[src/rtl/mining_pkg.sv]
// Shared definitions for the miner and its result reporting path.
package mining_pkg;

  localparam logic [7:0] SYNC_BYTE_DEFAULT = 8'hA5;

  typedef enum logic [1:0] {
    UART_IDLE,
    UART_START,
    UART_DATA,
    UART_STOP
  } uart_state_e;

  typedef enum logic {
    SEQ_IDLE,
    SEQ_SEND
  } seq_state_e;

  // Number of hash-pipeline stages between nonce issue and the hit flag.
  function automatic logic [31:0] nonce_offset(input int unsigned loop_log2);
    case (loop_log2)
      0:       nonce_offset = 32'd131;
      1:       nonce_offset = 32'd66;
      default: nonce_offset = 32'((1 << (7 - loop_log2)) + 1);
    endcase
  endfunction

endpackage

[src/rtl/uart_tx_byte.sv]
// 8N1 byte serializer. A byte is taken when valid && ready_c; ready_c is also
// high in the last STOP cycle so consecutive bytes follow with no idle gap.
module uart_tx_byte
  import mining_pkg::*;
#(
  parameter int unsigned CLKS_PER_BIT = 868
) (
  input  logic       osc_clk,
  input  logic       rst_n,
  input  logic       valid,
  input  logic [7:0] data,
  output logic       ready_c,
  output logic       done_c,
  output logic       txd
);

  localparam int unsigned CNT_W = $clog2(CLKS_PER_BIT);
  localparam logic [CNT_W-1:0] CNT_MAX = CNT_W'(CLKS_PER_BIT - 1);

  uart_state_e      state_q, state_d;
  logic [CNT_W-1:0] cnt_q, cnt_d;
  logic [2:0]       bit_q, bit_d;
  logic [7:0]       shreg_q, shreg_d;
  logic             txd_q, txd_d;
  logic             bit_end_c;

  always_ff @(posedge osc_clk or negedge rst_n) begin
    if (!rst_n) begin
      state_q <= UART_IDLE;
      cnt_q   <= '0;
      bit_q   <= '0;
      shreg_q <= '0;
      txd_q   <= 1'b1;
    end else begin
      state_q <= state_d;
      cnt_q   <= cnt_d;
      bit_q   <= bit_d;
      shreg_q <= shreg_d;
      txd_q   <= txd_d;
    end
  end

  // One down-counter paces every bit; txd_d is the line level of the next state.
  always_comb begin
    state_d   = state_q;
    cnt_d     = cnt_q;
    bit_d     = bit_q;
    shreg_d   = shreg_q;
    txd_d     = txd_q;
    ready_c   = 1'b0;
    done_c    = 1'b0;
    bit_end_c = (cnt_q == '0);
    if (!bit_end_c && state_q != UART_IDLE) cnt_d = cnt_q - CNT_W'(1);
    case (state_q)
      UART_IDLE: begin
        ready_c = 1'b1;
        txd_d   = 1'b1;
        if (valid) begin
          shreg_d = data;
          cnt_d   = CNT_MAX;
          state_d = UART_START;
          txd_d   = 1'b0;
        end
      end
      UART_START: begin
        if (bit_end_c) begin
          cnt_d   = CNT_MAX;
          bit_d   = '0;
          state_d = UART_DATA;
          txd_d   = shreg_q[0];
        end
      end
      UART_DATA: begin
        if (bit_end_c) begin
          cnt_d = CNT_MAX;
          if (bit_q == 3'd7) begin
            state_d = UART_STOP;
            txd_d   = 1'b1;
          end else begin
            bit_d   = bit_q + 3'd1;
            shreg_d = {1'b0, shreg_q[7:1]};
            txd_d   = shreg_q[1];
          end
        end
      end
      UART_STOP: begin
        if (bit_end_c) begin
          ready_c = 1'b1;
          done_c  = 1'b1;
          if (valid) begin
            shreg_d = data;
            cnt_d   = CNT_MAX;
            state_d = UART_START;
            txd_d   = 1'b0;
          end else begin
            state_d = UART_IDLE;
            txd_d   = 1'b1;
          end
        end
      end
      default: begin
        state_d = UART_IDLE;
        txd_d   = 1'b1;
      end
    endcase
  end

  assign txd = txd_q;

endmodule

[src/rtl/golden_nonce_uart_reporter.sv]
// Detects new golden nonces from the miner, removes the pipeline offset,
// queues them and sends each as a 5-byte frame (sync + nonce MSB first).
module golden_nonce_uart_reporter
  import mining_pkg::*;
#(
  parameter int unsigned LOOP_LOG2       = 5,
  parameter int unsigned CLKS_PER_BIT    = 868,
  parameter int unsigned FIFO_DEPTH_LOG2 = 2,
  parameter logic [7:0]  SYNC_BYTE       = SYNC_BYTE_DEFAULT
) (
  input  logic        osc_clk,
  input  logic        rst_n,
  input  logic        hit,
  input  logic [31:0] hit_nonce,
  output logic        txd,
  output logic        busy,
  output logic        overflow,
  output logic [15:0] report_count
);

  localparam int unsigned DEPTH       = 1 << FIFO_DEPTH_LOG2;
  localparam int unsigned PTR_W       = FIFO_DEPTH_LOG2;
  localparam int unsigned CNT_W       = FIFO_DEPTH_LOG2 + 1;
  localparam logic [CNT_W-1:0] FULL   = CNT_W'(DEPTH);
  localparam logic [31:0] NONCE_OFFSET = nonce_offset(LOOP_LOG2);
  localparam logic [2:0]  FRAME_BYTES  = 3'd5;

  logic             prev_hit_q, prev_hit_d;
  logic [31:0]      prev_nonce_q, prev_nonce_d;
  logic             evt_q, evt_d;
  logic [31:0]      corr_q, corr_d;
  logic [31:0]      mem_q [DEPTH];
  logic [PTR_W-1:0] wr_ptr_q, wr_ptr_d, rd_ptr_q, rd_ptr_d;
  logic [CNT_W-1:0] count_q, count_d;
  logic             overflow_q, overflow_d;
  seq_state_e       seq_q, seq_d;
  logic [31:0]      buf_q, buf_d;
  logic [2:0]       idx_q, idx_d;
  logic [15:0]      report_q, report_d;
  logic             busy_q, busy_d;

  logic             pop_c, push_c, fifo_full_c, fifo_empty_c;
  logic             tx_valid_c, tx_ready_c, tx_done_c;
  logic [7:0]       tx_data_c;

  always_ff @(posedge osc_clk or negedge rst_n) begin
    if (!rst_n) begin
      prev_hit_q   <= 1'b0;
      prev_nonce_q <= '0;
      evt_q        <= 1'b0;
      corr_q       <= '0;
      wr_ptr_q     <= '0;
      rd_ptr_q     <= '0;
      count_q      <= '0;
      overflow_q   <= 1'b0;
      seq_q        <= SEQ_IDLE;
      buf_q        <= '0;
      idx_q        <= '0;
      report_q     <= '0;
      busy_q       <= 1'b0;
    end else begin
      prev_hit_q   <= prev_hit_d;
      prev_nonce_q <= prev_nonce_d;
      evt_q        <= evt_d;
      corr_q       <= corr_d;
      wr_ptr_q     <= wr_ptr_d;
      rd_ptr_q     <= rd_ptr_d;
      count_q      <= count_d;
      overflow_q   <= overflow_d;
      seq_q        <= seq_d;
      buf_q        <= buf_d;
      idx_q        <= idx_d;
      report_q     <= report_d;
      busy_q       <= busy_d;
    end
  end

  // FIFO storage needs no reset; count_q alone defines what is valid.
  always_ff @(posedge osc_clk) begin
    if (push_c) mem_q[wr_ptr_q] <= corr_q;
  end

  always_comb begin
    prev_hit_d   = hit;
    prev_nonce_d = hit_nonce;
    evt_d        = hit && (!prev_hit_q || (hit_nonce != prev_nonce_q));
    corr_d       = hit_nonce - NONCE_OFFSET;

    fifo_empty_c = (count_q == '0);
    fifo_full_c  = (count_q == FULL);

    seq_d      = seq_q;
    buf_d      = buf_q;
    idx_d      = idx_q;
    report_d   = report_q;
    pop_c      = 1'b0;
    tx_valid_c = 1'b0;
    tx_data_c  = SYNC_BYTE;

    // idx_q counts bytes already handed to the serializer in this frame.
    case (seq_q)
      SEQ_IDLE: begin
        tx_valid_c = !fifo_empty_c;
        if (tx_valid_c && tx_ready_c) begin
          pop_c = 1'b1;
          buf_d = mem_q[rd_ptr_q];
          idx_d = 3'd1;
          seq_d = SEQ_SEND;
        end
      end
      SEQ_SEND: begin
        tx_valid_c = (idx_q < FRAME_BYTES);
        tx_data_c  = buf_q[31:24];
        if (tx_valid_c && tx_ready_c) begin
          buf_d = {buf_q[23:0], 8'h00};
          idx_d = idx_q + 3'd1;
        end
        if (tx_done_c && idx_q == FRAME_BYTES) begin
          report_d = report_q + 16'd1;
          seq_d    = SEQ_IDLE;
        end
      end
      default: seq_d = SEQ_IDLE;
    endcase

    // A same-cycle pop frees the slot the push needs.
    push_c     = evt_q && (!fifo_full_c || pop_c);
    overflow_d = overflow_q || (evt_q && fifo_full_c && !pop_c);
    count_d    = count_q + CNT_W'(push_c) - CNT_W'(pop_c);
    wr_ptr_d   = push_c ? wr_ptr_q + PTR_W'(1) : wr_ptr_q;
    rd_ptr_d   = pop_c ? rd_ptr_q + PTR_W'(1) : rd_ptr_q;
    busy_d     = (seq_d != SEQ_IDLE) || (count_d != '0);
  end

  uart_tx_byte #(
    .CLKS_PER_BIT(CLKS_PER_BIT)
  ) u_tx (
    .osc_clk (osc_clk),
    .rst_n   (rst_n),
    .valid   (tx_valid_c),
    .data    (tx_data_c),
    .ready_c (tx_ready_c),
    .done_c  (tx_done_c),
    .txd     (txd)
  );

  assign busy         = busy_q;
  assign overflow     = overflow_q;
  assign report_count = report_q;

endmodule
[config.mk]
export PLATFORM = sky130hd
export DESIGN_NAME = golden_nonce_uart_reporter
export DESIGN_NICKNAME = d
export VERILOG_FILES = /design/src/rtl/mining_pkg.sv /design/src/rtl/uart_tx_byte.sv /design/src/rtl/golden_nonce_uart_reporter.sv
export SDC_FILE = /design/constraint.sdc
export NUM_CORES = 1
export LEC_CHECK = 0
export ABC_AREA = 0
export CORE_ASPECT_RATIO = 0.5
export CORE_MARGIN = 2
export CORE_UTILIZATION = 30
export CTS_CLUSTER_SIZE = 25
export DETAILED_ROUTE_END_ITERATION = 8
export GPL_TIMING_DRIVEN = 0
export SLEW_MARGIN = 20
export SYNTH_ARGS = -nofsm -noshare
export SYNTH_HDL_FRONTEND = slang
export SYNTH_SLANG_ARGS = --single-unit
[constraint.sdc]
create_clock -name osc_clk -period 4.5 [get_ports osc_clk]
set_clock_uncertainty 0.15 [all_clocks]
set_input_delay 0.9 -clock osc_clk [delete_from_list [all_inputs] [get_ports osc_clk]]
set_output_delay 0.9 -clock osc_clk [all_outputs]
set_load 0.02 [all_outputs]
; Yosys cells after proc, flatten, opt, wreduce, memory -nomap -nowiden
; Memories as Yosys holds them, arrays and structs flattened.
; Index checks and enable logic that the tools add are counted.
[totals]
reg_bits = 151
mem_count = 1
ramBits = 128
inputBits = 35
out_inout_bits = 19
[mem_list]
columns = memory, words, width, read_ports, rd_ports_with_merged_regs, wr, line
row1 = mem_q, 4, 32, 1, 0, 1, golden_nonce_uart_reporter.sv:32  ; logic [31:0] mem_q [DEPTH];
[op_classes]
n_reduce_logical = 31
order_cmp = 1
bitwise = 1
eq_ne = 15
add_sub_neg = 9
muxes = 44
[ops]
columns = operator, count
row1 = 32-bit 2-to-1 mux, 2
row2 = 32-bit case mux with 2 select lines, 1
row3 = 10-bit 2-to-1 mux, 4
row4 = 8-bit 2-to-1 mux, 5
row5 = 32-bit != test, 1
row6 = "32-bit by 3-bit subtractor with 32-bit output, second input constant", 1
row7 = 10-bit case mux with 3 select lines, 1
row8 = 8-bit case mux with 3 select lines, 1
row9 = "16-bit by 1-bit adder with 16-bit output, second input constant", 1
row10 = 3-bit 2-to-1 mux, 5
row11 = 1-bit 2-to-1 mux, 13
row12 = 3-bit case mux with 2 select lines, 2
row13 = 10-bit zero test, 1
row14 = 2-bit 2-to-1 mux, 5
row15 = "2-bit by 1-bit != test with 1-bit output, second input constant", 5
row16 = "10-bit by 1-bit subtractor with 10-bit output, second input constant", 1
row17 = "3-bit == test, second input constant", 3
row18 = 1-bit logical AND, 8
row19 = 2-bit case mux with 4 select lines, 1
row20 = 4-bit AND reduction, 2
row21 = "3-bit by 1-bit adder with 3-bit output, second input constant", 2
row22 = "2-bit != test, second input constant", 3
row23 = 1-bit case mux with 2 select lines, 3
row24 = 3-bit nonzero test, 2
row25 = 17 further kinds, 28

; Depth between registers and ports, before layout
; Gate-level depths: netlist of the first run.
[depth]
depth_word = 12
mapped_depth = 16
depth_no_buf = 15

; Modules after synthesis
; A second synthesis of the first run with hierarchy kept.
[hier_totals]
cells_unflattened = 769
hier_area_um2 = 11516.0
[modules_own_cells]
columns = mod, area_each_um2, seq_area_each_um2, instances, cells_per_inst
row1 = golden_nonce_uart_reporter, 10079.7, 7021.7, 1, 629
row2 = uart_tx_byte, 1436.4, 601.8, 1, 140

; Least setup slack after synthesis of the first run
; OpenSTA, ideal clock, no wires.
[synth_timing]
path_kind = reg-to-reg
startpoint = register u_tx.cnt_q[0]
endpoint = register busy_q, in the netlist busy
path_slack_ns = 1.135
path_stages_with_launch = 16
t_arrival_ns = 3.083
path_cell_list = dfrtp_1 inv_1 ha_1 nor3b_1 a41oi_1 nor2_1 a22o_1 inv_1 ha_1 inv_1 ha_1 fa_1 xor2_1 xnor2_1 nor3_1 nand3_1
[synth_between]
elab_chain_cells = 12
elab_cells_between_ends = 16
classes_between = add/sub: 2 / mux: 7 / reduce/logical: 7
[synth_rtl]
columns = element, line
row1 = from (decl), uart_tx_byte.sv:21  ; logic [CNT_W-1:0] cnt_q, cnt_d;
row2 = from (signal assigned), uart_tx_byte.sv:36  ; cnt_q <= cnt_d;
row3 = 10-bit zero test *, uart_tx_byte.sv:52  ; bit_end_c = (cnt_q == '0);
row4 = 1-bit 2-to-1 mux *, uart_tx_byte.sv:87  ; if (bit_end_c) begin
row5 = 1-bit case mux with 2 select lines *, uart_tx_byte.sv:54  ; case (state_q)
row6 = 1-bit logical AND *, golden_nonce_uart_reporter.sv:104  ; if (tx_valid_c && tx_ready_c) begin
row7 = 1-bit 2-to-1 mux *, golden_nonce_uart_reporter.sv:104
row8 = 1-bit 2-to-1 mux *, golden_nonce_uart_reporter.sv:101  ; case (seq_q)
row9 = 1-bit logical OR, golden_nonce_uart_reporter.sv:127  ; push_c = evt_q && (!fifo_full_c || pop_c);
row10 = 1-bit logical AND, golden_nonce_uart_reporter.sv:127
row11 = 3-bit by 1-bit adder with 3-bit output, golden_nonce_uart_reporter.sv:129  ; count_d = count_q + CNT_W'(push_c) - CNT_W'(pop_c);
row12 = 3-bit by 1-bit subtractor with 3-bit output *, golden_nonce_uart_reporter.sv:129
row13 = net count_d[2], golden_nonce_uart_reporter.sv:34  ; logic [CNT_W-1:0] count_q, count_d;
row14 = 3-bit nonzero test *, golden_nonce_uart_reporter.sv:132  ; busy_d = (seq_d != SEQ_IDLE) || (count_d != '0);
row15 = 1-bit logical OR *, golden_nonce_uart_reporter.sv:132
row16 = net busy_d, golden_nonce_uart_reporter.sv:40  ; logic busy_q, busy_d;
row17 = to (signal assigned), golden_nonce_uart_reporter.sv:74  ; busy_q <= busy_d;
row18 = to (decl), golden_nonce_uart_reporter.sv:40
; Mark *: on every way through the listed nets, which the timed path passes. The rest lies on a longest branch.
; A chain may end at the register's enable or synchronous reset.

; Worst setup path after layout of the first run
[layout_timing]
startpoint = register u_tx.cnt_q[0]
endpoint = register busy_q, in the netlist busy
[layout_between]
elab_chain_cells = 12
elab_cells_between_ends = 16
classes_between = add/sub: 2 / mux: 7 / reduce/logical: 7
[layout_rtl]
columns = element, line
row1 = 10-bit zero test *, uart_tx_byte.sv:52
row2 = 1-bit 2-to-1 mux *, uart_tx_byte.sv:87
row3 = 1-bit case mux with 2 select lines *, uart_tx_byte.sv:54
row4 = 1-bit logical AND *, golden_nonce_uart_reporter.sv:104
row5 = 1-bit 2-to-1 mux *, golden_nonce_uart_reporter.sv:104
row6 = 1-bit 2-to-1 mux *, golden_nonce_uart_reporter.sv:101
row7 = net pop_c, golden_nonce_uart_reporter.sv:42  ; logic pop_c, push_c, fifo_full_c, fifo_empty_c;
row8 = 1-bit logical OR, golden_nonce_uart_reporter.sv:127
row9 = 1-bit logical AND, golden_nonce_uart_reporter.sv:127
row10 = 3-bit by 1-bit adder with 3-bit output, golden_nonce_uart_reporter.sv:129
row11 = 3-bit by 1-bit subtractor with 3-bit output *, golden_nonce_uart_reporter.sv:129
row12 = net count_d[2], golden_nonce_uart_reporter.sv:34
row13 = 3-bit nonzero test *, golden_nonce_uart_reporter.sv:132
row14 = 1-bit logical OR *, golden_nonce_uart_reporter.sv:132
row15 = net busy_d, golden_nonce_uart_reporter.sv:40
; Marks and branches as above.

==> results of run 1 <==
-- through the flow --
stage / area, um2 / power, W / worst slack [ps] / TNS [ps] / util [%]
after floorplan: 11400 / 0.00528 / 1140 / 0 / -
after global placement: 12500 / 0.00593 / -3840 / -575070 / 33.5
after detailed placement: 12600 / 0.00606 / 487 / 0 / 33.8
after CTS: 13600 / 0.00850 / 537 / 0 / 36.4
after global routing: 13600 / 0.00891 / 227 / 0 / 36.4
final: 13600 / 0.00841 / 575 / 0 / 36.4
-- power by group through the flow --
stage / Clock, W / Combinational, W / Sequential [W]
after floorplan: 0 / 0.00175 / 0.00353
after global placement: 0 / 0.00234 / 0.00359
after detailed placement: 0 / 0.00246 / 0.00360
after CTS: 0.00247 / 0.00247 / 0.00356
after global routing: 0.00259 / 0.00271 / 0.00361
final: 0.00243 / 0.00242 / 0.00355
-- sequential cells by signal (all words and copies together), names as in the netlist --
signal,flops
mem_q,128
buf_q,32
corr_q,32
prev_nonce_q,32
report_count,16
u_tx.cnt_q,10
u_tx.shreg_q,8
count_q,3
idx_q,3
u_tx.bit_q,3
rd_ptr_q,2
u_tx.state_q,2
wr_ptr_q,2
busy,1
evt_q,1
overflow,1
prev_hit_q,1
seq_q,1
u_tx.txd,1
-- cells in the mapped netlist (all sizes together), types with 2 or more instances --
| cell | number |
|---|---|
| a22oi | 6 |
| a21oi | 34 |
| buf | 6 |
| nand4 | 14 |
| mux4 | 32 |
| or3 | 7 |
| nor3 | 19 |
| and2 | 4 |
| xor2 | 37 |
| a31oi | 4 |
| nor3b | 2 |
| o22ai | 5 |
| edfxtp | 128 |
| inv | 22 |
| nand2b | 2 |
| mux2 | 5 |
| nor4 | 13 |
| o21ai | 20 |
| dfrtp | 150 |
| o31ai | 2 |
| or4 | 7 |
| xnor2 | 46 |
| clkbuf | 21 |
| nor2 | 59 |
| nand3 | 14 |
| ha | 18 |
| nand2 | 40 |
| nor2b | 4 |
| a22o | 10 |
| mux2i | 27 |
-- cell usage in the layout, fill, tap and decap left out, drive strengths merged, types with 2 or more instances in the layout --
cell type / count
a21oi: 34
a22o: 10
a22oi: 6
a31oi: 4
and2: 4
buf: 12
bufinv: 4
clkbuf: 57
clkdlybuf4s50: 52
clkinv: 10
dfrtp: 150
edfxtp: 128
ha: 18
inv: 23
mux2: 5
mux2i: 27
mux4: 32
nand2: 40
nand2b: 2
nand3: 14
nand4: 14
nor2: 59
nor2b: 4
nor3: 19
nor3b: 2
nor4: 13
o21ai: 20
o22ai: 5
o31ai: 2
or3: 7
or4: 7
xnor2: 46
xor2: 37
-- metal layers --
metal | global-route usage, % | vias up | share of wire, %
met5 | 0 | - | 0
met1 | 15.9 | 3230 | 45
met4 | 3.40 | 0 | 2.3
met2 | 20.7 | 96 | 49
met3 | 1.51 | 34 | 3.3
li1 | - | 3025 | -
-- cell type report --
cell class	instances	area, um2	area share (%)
sequential	279	7620	56.0
buffer	27	116	0.855
clock inverter	16	220	1.62
multi-input combinational	447	3540	26.0
tap	494	618	4.54
inverter	22	82.6	0.607
timing repair buffer	58	643	4.73
clock buffer	36	761	5.59
-- logic make-up (layout without fill, tap and decap cells) --
kind of cell / Yosys count / in the layout / synth area share, %
muxes: 64 / 64 / 9.22
and+or+nand+nor: 189 / 189 / 8.30
xor gates and xnor gates: 83 / 83 / 6.40
AOI/OAI and AO/OA: 92 / 92 / 5.06
DFF: 279 / 279 / 67.1
buffers and inverters: 49 / 159 / 1.75
adders and majority gates: 19 / 19 / 2.16
-- critical path, cell delays in order (launching register included) --
cell and delay (ps):
dfrtp_1 420, inv_1 70, ha_1 180, nor3b_1 470, a41oi_1 340, nor2_1 340, nand2_1 180, inv_1 100
buf_2 230, ha_1 170, inv_1 40, ha_1 180, fa_1 380, xor2_1 160, xnor2_1 150, nor3_1 140
nand3_1 100
-- worst paths after layout --
| check | startpoint | endpoint | slack [ps] | depth (start not counted) |
|---|---|---|---|---|
| min in group osc_clk | report_count[15] | report_count[15] | 320 | 1 |
| max reg2reg | u_tx.cnt_q[0] | busy | 580 | 16 |
| max | u_tx.cnt_q[0] | busy | 580 | 16 |
| min reg2reg | report_count[15] | report_count[15] | 320 | 1 |
| max in group asynchronous | rst_n | buf_q[24] | 3220 | 2 |
| min | rst_n | report_count[6] | 180 | 1 |
==> results.json, run 1 <==
{
  "wl_per_cell_um": 16.9,
  "postSynthAreaPerCell_um2": 14.7,
  "internal-power_w": 0.00575,
  "initial_utilization_pct": 30.4,
  "dp.cells": 1327,
  "syn2layout_area_growth_pct": 19.8,
  "postCtsSetupBuffers": 0,
  "synth_top_area_share_pct": 33.8,
  "grt_pass1_vias": 6704,
  "post_cts_resized": 0,
  "clock_sinks": 279,
  "drive_gt1_share_pct": 12.0,
  "dr_total_vias": 6385,
  "coreArea_um2": 37300,
  "path_max_fanout": 10,
  "slew_headroom_pct": 23.5,
  "fmax_mhz": 255,
  "die_w_um": 279,
  "die_h_um": 142,
  "fillers": 3507,
  "hold_viol_final": 0,
  "numCtsBuffers": 28,
  "diodes": 0,
  "status": "complete, no violations",
  "rows": 50,
  "hpwl_um": 16100,
  "instances_no_fill": 1379,
  "synth_seq_area_share_pct": 67.1,
  "die-area_um2": 39500,
  "p_per_area_nw_per_um2": 618,
  "netlist_area_um2": 11400,
  "drt_pre_antenna_iters": 4,
  "cp.required_ps": 4760,
  "grt_pass1_wl_um": 37500,
  "cts_tree": "yes",
  "maxCapViolations": 0,
  "ctsLongestPathBuffers": 3,
  "clk_latency_ps": 560,
  "switchingPower_w": 0.00266,
  "hp-class": "primary input to async pin",
  "synth_area_leaders": "edfxtp_1, dfrtp_1, mux4_2",
  "ir_worst_vdd_uv": 355,
  "slew_viol_final": 0,
  "ant_nets": 0,
  "track_usage_pct": 12.0,
  "critPathLaunchType": "flop",
  "tightest_slew_ps": 1140,
  "synth-seq-cells": 279,
  "ios": 54,
  "rsz0062_at_grt": "false",
  "avgViaCountPerCell": 4.63,
  "clkPwrFrac_pct": 28.9,
  "h-tree-depth": 1,
  "sw_frac_of_total_pct": 31.6,
  "comb_power_share_pct": 28.8,
  "synthArstFlopShare_pct": 54.1,
  "layout_worst_path_cycle_share_pct": 87.2,
  "cp.arrival_ps": 4190,
  "power.leakage_nw": 5.21,
  "gp_congestion": 0.796,
  "yosys_warnings": 0,
  "worst_hold_slack_ps": 177,
  "grt_max_degree": 78,
  "synthCells": 775,
  "clk_pin_slew_worst_paths_ps": 70,
  "cts_hold_buf": 0,
  "drt_iter0_markers": 500,
  "io_buffers": 53,
  "grt_overflow": 0,
  "antenna_found_initial": 0,
  "cp-end-kind": "flop",
  "wirelength_um": 23300,
  "min_period_ps": 3920,
  "root_buffer": "clkbuf_16",
  "synth_cell_type_count": 54,
  "synth_edf_count": 128,
  "final_nets": 917,
  "synth_area_leader_cell": "edfxtp_1",
  "synth_nets": 829,
  "synth_ff_type": "dfrtp_1",
  "p_seq_share_pct": 42.3,
  "setup_viol": 0,
  "drc": 0,
  "critical_path_class": "flop to flop"
}
Power figures use the tool's default switching activity.
==> inputs of run 2 (changes only) <==
- CAP_MARGIN: not set -> 20
==> results of run 2 <==
Same layout as run 1: the final DEF is identical, and so are final timing and power.
==> inputs of run 3 (changes only) <==
- CORE_UTILIZATION: 30 -> 35
==> run 3 against run 2 <==
  * Cell count down 4.8%
  * Critical path type unchanged
  * Clock-buffer cell count is 2 higher
  * Worst hold slack gained 21 ps
  * Via count grew 1.3%
  * Die area decreased by 14%
  * Sequential power about the same
  * Largest cell class unchanged
  * Clock power shrank 10%
  * Highest routed layer unchanged
  * Final area fell by 1.4%
  * Combinational power about the same
==> results.json, run 3 (same netlist as run 1, synthesis figures left out) <==
{
  "status": "complete, no violations",
  "dr_total_vias": 6465,
  "rr_endpoint": "busy",
  "largest_reg_flops": 128,
  "drt_pre_antenna_iters": 5,
  "ios": 54,
  "cts_hold_buf": 0,
  "cp-end-kind": "flop",
  "grt_pass1_wl_um": 37300,
  "worst_hold_slack_ps": 198,
  "cts_tree": "yes",
  "grt_overflow": 0,
  "final_common_cell": "dfrtp_1",
  "instances_no_fill": 1313,
  "cp.required_ps": 4740,
  "postCtsSetupBuffers": 0,
  "io_buffers": 53,
  "post_cts_resized": 0,
  "slew_viol_final": 0,
  "initial_utilization_pct": 35.7,
  "tns_ps": 0,
  "power.leakage_nw": 5.15,
  "critical_path_class": "flop to flop",
  "rows": 46,
  "ir_worst_vdd_uv": 300,
  "final_nets": 915,
  "tightest_slew_ps": 935,
  "drt_iter0_markers": 411,
  "fmax_mhz": 254,
  "wl_per_cell_um": 17.5,
  "dpl_cell_area_um2": 12600,
  "path_max_fanout": 7,
  "antenna_found_initial": 0,
  "grt_pass1_vias": 6734,
  "r2r_start": "u_tx.cnt_q[0]",
  "cp.arrival_ps": 4180,
  "diodes": 0,
  "reg2regPathDepth": 15,
  "clk_pin_slew_worst_paths_ps": 60,
  "hold_viol_final": 0,
  "drc": 0,
  "gp_congestion": 0.788,
  "numCtsBuffers": 26,
  "ant_nets": 0,
  "hp-class": "primary input to async pin",
  "mostFrequentLayoutCells": "dfrtp_1, edfxtp_1, nor2_1, clkdlybuf4s50_1, xnor2_1",
  "slew_headroom_pct": 37.1,
  "r2r_setup_slack_ps": 560,
  "p_per_area_nw_per_um2": 609,
  "clk_latency_ps": 540,
  "rsz0062_at_grt": "false",
  "startpoint": "u_tx.cnt_q[0]",
  "hpwl_um": 15600,
  "dp.cells": 1265,
  "crit_path_end": "busy",
  "root_buffer": "clkbuf_16",
  "avgViaCountPerCell": 4.92,
  "maxCapViolations": 0,
  "coreArea_um2": 31800,
  "min_period_ps": 3940,
  "die-area_um2": 34000,
  "layout_worst_path_cycle_share_pct": 87.5,
  "h-tree-depth": 1,
  "regMostFlops": "mem_q",
  "ctsLongestPathBuffers": 3,
  "critPathLaunchType": "flop",
  "die_h_um": 131,
  "drive_gt1_share_pct": 11.2,
  "setup_viol": 0,
  "track_usage_pct": 13.7,
  "wirelength_um": 22900,
  "clock_sinks": 279,
  "stdcell_area_um2": 13400,
  "grt_max_degree": 82,
  "syn2layout_area_growth_pct": 18.1,
  "die_w_um": 259
}
-- run 3: changes by cell type in the layout (fill, tap and decap cells not counted), sizes merged --
cell	before	now
clkinv	10	7
bufinv	4	2
clkbuf	57	59
inv	23	22
-- run 3: through the flow --
stage                     util (%)  setup WS, ps  power (W)
final                         42.1           562    0.00816
after global routing          42.1           191    0.00866
after CTS                     42.1           547    0.00826
after detailed placement      39.4           551    0.00606
after global placement        39.1         -3750    0.00593
after floorplan                  -          1140    0.00528
-- run 3: worst max-delay path, cell delays in order, from the launching register on --
cell and delay [ps]:
dfrtp_1 410, inv_1 70, ha_1 190, nor3b_1 510
a41oi_1 310, nor2_1 330, a22o_1 330, inv_1 80
ha_1 270, inv_1 40, ha_1 180, fa_1 370
xor2_1 160, xnor2_1 140, nor3_1 140, nand3_1 120
-- run 3: where the power goes --
| group | leakage, nW | internal [W] | switching, W |
|---|---|---|---|
| registers | 2.98 | 0.00328 | 0.000276 |
| logic | 1.75 | 0.00104 | 0.00138 |
| clock network | 0.414 | 0.00124 | 0.000938 |
-- run 3: worst min-delay path by stage --
stage	from	to	cells past startpoint
finish	rst_n	report_count[7]	1
global route	rst_n	report_count[8]	1
CTS	rst_n	report_count[7]	1
detailed placement	report_count[15]	report_count[15]	1
global placement	report_count[15]	report_count[15]	1
floorplan	u_tx.shreg_q[0]	u_tx.shreg_q[0]	2
-- run 3: per-layer routing --
layer | GRT usage [%] | vias to the layer above | share of wire (%)
li1 | - | 3016 | -
met2 | 22.3 | 99 | 48
met1 | 19.5 | 3325 | 47
met4 | 2.86 | 0 | 1.5
met3 | 2.12 | 25 | 3.2
met5 | 0 | - | 0
-- run 3: area by class of cell --
| type | count | area [um2] |
|---|---|---|
| fillers | 2854 | 18400 |
| multi-input cells | 447 | 3540 |
| clock buffers | 38 | 726 |
| flip-flops and latches | 279 | 7620 |
| plain buffers | 27 | 116 |
| clock inverters | 10 | 130 |
| inverters | 22 | 82.6 |
| repair buffers | 58 | 651 |
| well taps | 432 | 541 |
